**config.mk**
```make
export PLATFORM = sky130hd
export DESIGN_NAME = uart_tx_feeder
export DESIGN_NICKNAME = d
export VERILOG_FILES = /design/src/rtl/uart_pkg.sv /design/src/rtl/uart_sync_fifo.sv /design/src/rtl/uart_tx_feeder.sv
export SDC_FILE = /design/constraint.sdc
export NUM_CORES = 1
export LEC_CHECK = 0
export CAP_MARGIN = 30
export CORE_ASPECT_RATIO = 1.25
export CORE_UTILIZATION = 65
export CTS_BUF_LIST = sky130_fd_sc_hd__clkbuf_16
export CTS_CLUSTER_SIZE = 30
export DETAILED_ROUTE_END_ITERATION = 8
export HOLD_SLACK_MARGIN = 0.06
export PLACE_DENSITY = 0.95
export SLEW_MARGIN = 15
export SYNTH_ARGS = -nofsm -noshare
export SYNTH_HDL_FRONTEND = slang
export SYNTH_SLANG_ARGS = --single-unit
```
**constraint.sdc**
```tcl
create_clock -name clk -period 4.4 [get_ports clk]
set_input_delay 0.88 -clock clk [delete_from_list [all_inputs] [get_ports clk]]
set_output_delay 0.88 -clock clk [all_outputs]
set_load 0.01 [all_outputs]
```
**src/rtl/uart_pkg.sv**
```systemverilog
// Shared constants and types for the UART transmit feeder slice.
package uart_pkg;

   localparam int UART_DATA_W      = 8;
   localparam int UART_FIFO_DEPTH  = 16;
   localparam int UART_ACK_TIMEOUT = 65535;
   localparam int UART_TO_W        = 16;

   typedef enum logic [1:0] {
      IDLE,
      LOAD,
      SEND
   } tx_state_t;

endpackage

```
**src/rtl/uart_sync_fifo.sv**
```systemverilog
// Circular DEPTH x byte FIFO with occupancy count; writes to a full FIFO are ignored.
module uart_sync_fifo
   import uart_pkg::*;
#(
   parameter int DEPTH  = UART_FIFO_DEPTH,
   parameter int ADDR_W = $clog2(DEPTH)
) (
   input  logic                   clk,
   input  logic                   rst,
   input  logic                   wr_en,
   input  logic [UART_DATA_W-1:0] wr_data,
   input  logic                   rd_en,
   output logic [UART_DATA_W-1:0] rd_data,
   output logic                   full,
   output logic                   empty,
   output logic [ADDR_W:0]        count
);

   localparam logic [ADDR_W:0]   CNT_FULL = (ADDR_W+1)'(DEPTH);
   localparam logic [ADDR_W:0]   CNT_ONE  = (ADDR_W+1)'(1);
   localparam logic [ADDR_W-1:0] PTR_ONE  = ADDR_W'(1);

   logic [UART_DATA_W-1:0] mem [DEPTH];
   logic [ADDR_W-1:0]      wr_ptr;
   logic [ADDR_W-1:0]      rd_ptr;
   logic                   push;
   logic                   pop;

   assign full    = (count == CNT_FULL);
   assign empty   = (count == '0);
   assign push    = wr_en && !full;
   assign pop     = rd_en && !empty;
   assign rd_data = mem[rd_ptr];

   // Storage carries no reset; only pointers and count define validity.
   always_ff @(posedge clk) begin
      if (push) begin
         mem[wr_ptr] <= wr_data;
      end
   end

   always_ff @(posedge clk) begin
      if (rst) begin
         wr_ptr <= '0;
         rd_ptr <= '0;
         count  <= '0;
      end else begin
         if (push) begin
            wr_ptr <= wr_ptr + PTR_ONE;
         end
         if (pop) begin
            rd_ptr <= rd_ptr + PTR_ONE;
         end
         case ({push, pop})
            2'b10:   count <= count + CNT_ONE;
            2'b01:   count <= count - CNT_ONE;
            default: count <= count;
         endcase
      end
   end

endmodule

```
**src/rtl/uart_tx_feeder.sv**
```systemverilog
// Buffers host bytes and launches them one at a time into the UART transmitter,
// holding tx_start until the UART acknowledges with busy.
module uart_tx_feeder
   import uart_pkg::*;
#(
   parameter int DEPTH       = UART_FIFO_DEPTH,
   parameter int ADDR_W      = $clog2(DEPTH),
   parameter int ACK_TIMEOUT = UART_ACK_TIMEOUT
) (
   input  logic                   clk,
   input  logic                   rst,
   input  logic                   en,
   input  logic                   wr_en,
   input  logic [UART_DATA_W-1:0] wr_data,
   input  logic                   clr_err,
   input  logic                   busy,
   output logic                   tx_start,
   output logic                   tx_enable,
   output logic [UART_DATA_W-1:0] tx_data,
   output logic                   full,
   output logic                   empty,
   output logic [ADDR_W:0]        count,
   output logic                   sent,
   output logic                   overflow,
   output logic                   timeout_err
);

   localparam logic [UART_TO_W-1:0] TO_LIMIT = UART_TO_W'(ACK_TIMEOUT);
   localparam logic [UART_TO_W-1:0] TO_ONE   = UART_TO_W'(1);

   tx_state_t              state;
   tx_state_t              state_next;
   logic [UART_TO_W-1:0]   to_cnt;
   logic [UART_TO_W-1:0]   to_cnt_next;
   logic [UART_TO_W-1:0]   to_cnt_inc;
   logic                   pop;
   logic                   to_fire;
   logic                   byte_done;
   logic [UART_DATA_W-1:0] rd_data;

   function automatic logic [UART_TO_W-1:0] sat_inc(input logic [UART_TO_W-1:0] v);
      return (v == TO_LIMIT) ? v : v + TO_ONE;
   endfunction

   uart_sync_fifo #(
      .DEPTH  (DEPTH),
      .ADDR_W (ADDR_W)
   ) u_fifo (
      .clk     (clk),
      .rst     (rst),
      .wr_en   (wr_en),
      .wr_data (wr_data),
      .rd_en   (pop),
      .rd_data (rd_data),
      .full    (full),
      .empty   (empty),
      .count   (count)
   );

   assign to_cnt_inc = sat_inc(to_cnt);

   // to_cnt holds the number of LOAD cycles already spent, so the request
   // gives up after exactly ACK_TIMEOUT cycles of tx_start without busy.
   always_comb begin
      state_next  = state;
      to_cnt_next = to_cnt;
      pop         = 1'b0;
      to_fire     = 1'b0;
      byte_done   = 1'b0;
      case (state)
         IDLE: begin
            if (en && !empty) begin
               pop         = 1'b1;
               to_cnt_next = '0;
               state_next  = LOAD;
            end
         end
         LOAD: begin
            if (busy) begin
               state_next = SEND;
            end else if (to_cnt_inc == TO_LIMIT) begin
               to_fire    = 1'b1;
               state_next = IDLE;
            end else begin
               to_cnt_next = to_cnt_inc;
            end
         end
         SEND: begin
            if (!busy) begin
               byte_done  = 1'b1;
               state_next = IDLE;
            end
         end
         default: state_next = IDLE;
      endcase
   end

   // Sticky flags: a set event in the same cycle as clr_err wins.
   always_ff @(posedge clk) begin
      if (rst) begin
         state       <= IDLE;
         to_cnt      <= '0;
         tx_start    <= 1'b0;
         tx_enable   <= 1'b0;
         tx_data     <= '0;
         sent        <= 1'b0;
         overflow    <= 1'b0;
         timeout_err <= 1'b0;
      end else begin
         state       <= state_next;
         to_cnt      <= to_cnt_next;
         tx_start    <= (state_next == LOAD);
         tx_enable   <= en;
         sent        <= byte_done;
         overflow    <= (wr_en && full) || (overflow && !clr_err);
         timeout_err <= to_fire || (timeout_err && !clr_err);
         if (pop) begin
            tx_data <= rd_data;
         end
      end
   end

endmodule

```
* Word-level counts from Yosys, hierarchy flattened
Memories as Yosys holds them, arrays and structs flattened. A register that Yosys moved wholly into a read port is not among the register bits.
Index checks and enable logic that the tools add are counted.
** Word-level totals
- Flip-flop bits (word level) :: 36
- Bits in writable memories :: 128
- Input port bits :: 14
- Output and inout bits :: 20
- Memories kept :: 1
** Cells by class
- Add/sub/neg operators :: 5
- Equal/unequal tests :: 11
- Muxes and demuxes :: 19
- Bitwise logic cells :: 1
- Reduce and logical (&&, ||, !) cells :: 17
** Memory list
- u_fifo.mem :: words 16, bits a word 8, rd ports 1, clocked after memory_dff 1, write ports 1, line uart_sync_fifo.sv:23 : logic [UART_DATA_W-1:0] mem [DEPTH];
** Operators by type and width (number)
- 2-to-1 mux 16 bit :: 4
- equality test 16 bit, second input constant :: 2
- case mux 16 bit (2 select lines) :: 1
- adder 16 x 1 -> 16 bit, second input constant :: 1
- case mux 5 bit (2 select lines) :: 1
- adder 4 x 1 -> 4 bit, second input constant :: 2
- 2-to-1 mux 1 bit :: 8
- 2-to-1 mux 2 bit :: 4
- equality test 2 x 1 -> 1 bit, second input constant :: 3
- logical AND 1 bit :: 6
- != test 2 bit, second input constant :: 3
- case mux 2 bit (3 select lines) :: 1
- adder 5 x 1 -> 5 bit, second input constant :: 1
- equality test 5 bit, second input constant :: 1
- zero test 5 bit :: 1
- subtractor 5 x 1 -> 5 bit, second input constant :: 1
- equality test 2 bit, second input constant :: 2
- AND reduction 4 bit :: 1
- nonzero test 2 bit :: 2
- zero test 1 bit :: 3
- zero test 2 bit :: 1
- logical OR 1 bit :: 2
- OR reduction 2 bit :: 1
- inverter 1 bit :: 1

* Logic depth before layout (Yosys ltp)
- Depth after elaboration :: 8
- Mapped depth :: 13
- Mapped depth without buffers :: 12

* Cells and area by module
Synthesis repeated with hierarchy kept, for this count alone.
** Unflattened totals
- Cell total of the unflattened synthesis :: 516
- Area, all modules :: 7623.6 µm²
** By module, submodules not included
- uart_sync_fifo :: instances 1, cells an instance 305, area an instance 5974.5 µm², sequential area each 4184.0 µm²
- uart_tx_feeder :: instances 1, cells an instance 211, area an instance 1649.1 µm², sequential area each 620.6 µm²

* Least setup slack after synthesis
OpenSTA, ideal clock, no wires.
- Kind :: input port to flip-flop
- From :: in en
- To :: reg u_fifo.count[4]
- Arrival :: 3199 ps
- Required time :: 4330 ps
- Setup slack :: 1130 ps
- Stages :: 10
- Path buffers :: 1
- Cell sequence :: or4b_1 inv_1 buf_1 ha_1 ha_1 a21o_1 a21oi_1 xor2_1 or3_1 a21oi_1
** Between the ends
- Word-level cells in the longest chain between the ends :: 6
- Elaborated cells between the ends (all ways) :: 8
- Those cells by class :: 2 x eq/ne; 3 x mux; 3 x reduce/logical
** RTL lines
- from (decl) :: line uart_tx_feeder.sv:12 : input logic en,
- logical AND 1 bit (*) :: line uart_tx_feeder.sv:72 : if (en && !empty) begin
- 2-to-1 mux 1 bit (*) :: line uart_tx_feeder.sv:72
- 2-to-1 mux 1 bit (*) :: line uart_tx_feeder.sv:70 : case (state)
- logical AND 1 bit (*) :: line uart_sync_fifo.sv:32 : assign pop = rd_en && !empty;
- named net u_fifo.pop :: line uart_sync_fifo.sv:27 : logic pop;
- equality test 2 x 1 -> 1 bit / equality test 2 bit (equally long branches) :: line uart_sync_fifo.sv:54 : case ({push, pop})
- case mux 5 bit (2 select lines) / nonzero test 2 bit (equally long branches)
- to (signal assigned) :: line uart_sync_fifo.sv:55 : 2'b10: count <= count + CNT_ONE;
- to (signal assigned) :: line uart_sync_fifo.sv:56 : 2'b01: count <= count - CNT_ONE;
- to (signal assigned) :: line uart_sync_fifo.sv:57 : default: count <= count;
- to (decl) :: line uart_sync_fifo.sv:16 : output logic [ADDR_W:0] count
The timed path passes the listed nets; every way through them passes the cells marked *.
A chain may end at the register's enable or synchronous reset.

* Final worst setup path
- From :: in en
- To :: reg u_fifo.count[4]
** Between the ends
- Word-level cells in the longest chain between the ends :: 6
- Elaborated cells between the ends (all ways) :: 8
- Those cells by class :: 2 x eq/ne; 3 x mux; 3 x reduce/logical
** RTL lines (line)
- logical AND 1 bit (*) :: uart_tx_feeder.sv:72
- 2-to-1 mux 1 bit (*) :: uart_tx_feeder.sv:72
- 2-to-1 mux 1 bit (*) :: uart_tx_feeder.sv:70
- logical AND 1 bit (*) :: uart_sync_fifo.sv:32
- equality test 2 x 1 -> 1 bit / equality test 2 bit (equally long branches) :: uart_sync_fifo.sv:54
- case mux 5 bit (2 select lines) / nonzero test 2 bit (equally long branches)
Mark *: on every way between the ends. The rest lies on a longest branch, timed or not.

==> impl_metrics.ini <==
[job]
drv_cap = 0

[setup_path]
cp_max_fo = 14
r2r_end = u_fifo.count[4]$_SDFFE_PP0P_
setup.worst_path.end_class = flop
crit_start = en
r2r_setup_slack_ns = 1.05
worstRegToRegCells = 12
startpoint_type = primary input
path_class = in -> reg
endpoint = u_fifo.count[4]$_SDFFE_PP0P_
required_ns = 4.75
timing.rr.start = u_fifo.count[0]$_SDFFE_PP0P_
arrival_ns = 3.89

[synthesis]
syn_inst = 504
postSynthAreaPerCell_um2 = 14.7
ys_top_cells_by_area = edfxtp_1 52%, mux4_2 12%, dfxtp_1 12%
synth_ff_type = edfxtp_1
async_flop_share = 0
yosys_warnings = 0
synth_edf_count = 128
yosysTopAreaCellShare = 0.518
ys_types = 60
seq_area_frac_synth = 0.637
synth_area_um2 = 7420
synth_nets = 529
ys_seq_elements = 172
synth_area_leader_cell = edfxtp_1

[worst_hold_path]
hp-class = reg -> reg

[sta]
hold_viol_final = 0
fmax_ghz = 0.282
finalCritPeriodShare = 0.805
maxSlewHeadroom = 0.326
worstMarginPinSlew_ns = 1.01
rsz0062_at_grt = no
setup_violations = 0
drv_slew = 0
finalCriticalPeriod_ns = 3.54
fin_skew_ns = 0.0132
tns_ns = 0
hold_slack_ns = 0.478

[power_and_ir_drop]
p_leak_uw = 0.00272
power.density_nw_per_um2 = 525
peakVddDrop_mv = 0.423

[floorplanning]
core_um2 = 11100
die_area_um2 = 11800
initial_utilization = 0.669
io-pin-count = 34
rows = 43
die_w_um = 97.6
fp.dieH_um = 121

[outcome]
status = complete, no violations

[cells_and_area]
fin_util = 0.764
finish.instance_area_um2 = 8470
drive_above_1_share = 0.169
syn_to_final_growth_pct = 14.1
finalNonFillerCells = 678
num-nets-final = 555
antenna_cells = 0

[clocking]
path_clk_slew_ns = 0.06
numCtsBuffers = 17
cts.htree.levels = 4
cts_hold_buf = 0
cts_tree = built
clkSinkCount = 172
insertion_delay_ns = 0.43
post_cts_buffers = 0
cts_buffer_depth = 2
cts-root-buf = clkbuf_16
cts_resized = 0

[placement]
dp_hpwl_mm = 10.8
place_area_um2 = 7820
place_congestion = 0.869
numPlacedInstances = 644
io_buffers = 33

[global_route]
grtUsageTotal = 0.306
grt_pass1_vias = 4724
antenna_found_initial = 0
grt_first_pass_wirelength_mm = 26.3
grt_max_degree = 38
gr-total-overflow = 0

[drt]
wl_per_cell_um = 24.6
viasPerCell = 6.85
ant_nets = 0
drtIter0Drc = 379
num_vias = 4644
drc = 0
wl_mm = 16.7
first_pass_iters = 5
power by group:
part           total, uW  internal, uW  leakage (uW)  switching, uW
Clock               1620           963      0.000309            659
Combinational        865           418      0.000893            448
Sequential          1960          1830       0.00151            124
registers in the layout, indices dropped and copies added (netlist names):
register       cells
tx_enable          1
timeout_err        1
to_cnt            16
tx_start           1
u_fifo.count       5
overflow           1
u_fifo.mem       128
u_fifo.rd_ptr      4
state              2
tx_data            8
sent               1
u_fifo.wr_ptr      4
synthesized netlist by cell type (5+ instances only):
cell	instances
edfxtp_1	128
dfxtp_1	44
nand2_1	42
nor2_1	41
mux4_2	40
a21oi_1	24
clkbuf_1	17
inv_1	12
ha_1	10
buf_1	9
nand3_1	8
nor3_1	8
xor2_1	7
buf_4	6
nand2b_1	6
o211ai_1	6
o21ai_0	5
worst max-delay path, cell delays in order:
cell and delay (ns):
clkdlybuf4s50_1 0.48, or4b_1 0.66, inv_1 0.11, buf_4 0.20
ha_1 0.30, ha_1 0.32, a21o_1 0.20, a21oi_1 0.17
xor2_1 0.09, or3_1 0.31, a21oi_1 0.15
kinds of logic after synthesis:
kind of cell / share of synthesized area
flops: 0.637
simple gates: 0.108
compound gates: 0.0681
buf+inv: 0.0280
mux: 0.127
xor+xnor: 0.0130
fa+ha+maj: 0.0196
metrics by stage:
stage          power [uW]  setup WS, ns
2_1_floorplan        2530          1.13
6_report             4450         0.858
4_1_cts              4450         0.908
5_1_grt              4600         0.680
3_3_place_gp         2790         0.604
3_5_place_dp         2840         0.488
per-layer routing:
layer  share of wire  up-vias  GRT usage
li1                -     2014          -
met1            0.35     2274      0.369
met2            0.53      309      0.526
met3           0.084       47     0.0616
met4           0.039        0      0.153
met5               0        -          0
cell type report:
cell class	count	area, um2
clock buffers	17	425
clock inverters	15	209
well taps	135	169
multi-input cells	284	2490
repair buffers	43	405
fillers	622	2620
flip-flops and latches	172	4730
inverters	12	45.0
cell usage in the layout (no fill, tap or decap), types with 10 or more instances in the layout:
master	count
edfxtp_1	128
nand2_1	42
dfxtp_1	42
nor2_1	41
mux4_2	40
clkdlybuf4s50_1	33
a21oi_1	24
clkbuf_16	17
inv_1	12
ha_1	10
buf_4	10
worst min path at each step:
stage	from	to	slack (ns)	cells after the start
final	tx_data[2]$_SDFFE_PP0N_	tx_data[2]$_SDFFE_PP0N_	0.48	2
after global routing	tx_data[0]$_SDFFE_PP0N_	tx_data[0]$_SDFFE_PP0N_	0.49	2
after CTS	tx_data[2]$_SDFFE_PP0N_	tx_data[2]$_SDFFE_PP0N_	0.48	2
after detailed placement	tx_data[2]$_SDFFE_PP0N_	tx_data[2]$_SDFFE_PP0N_	0.47	2
after global placement	tx_data[2]$_SDFFE_PP0N_	tx_data[2]$_SDFFE_PP0N_	0.47	2
after floorplan	to_cnt[1]$_SDFFE_PP0P_	to_cnt[1]$_SDFFE_PP0P_	0.48	2
Power figures use the tool's default switching activity.
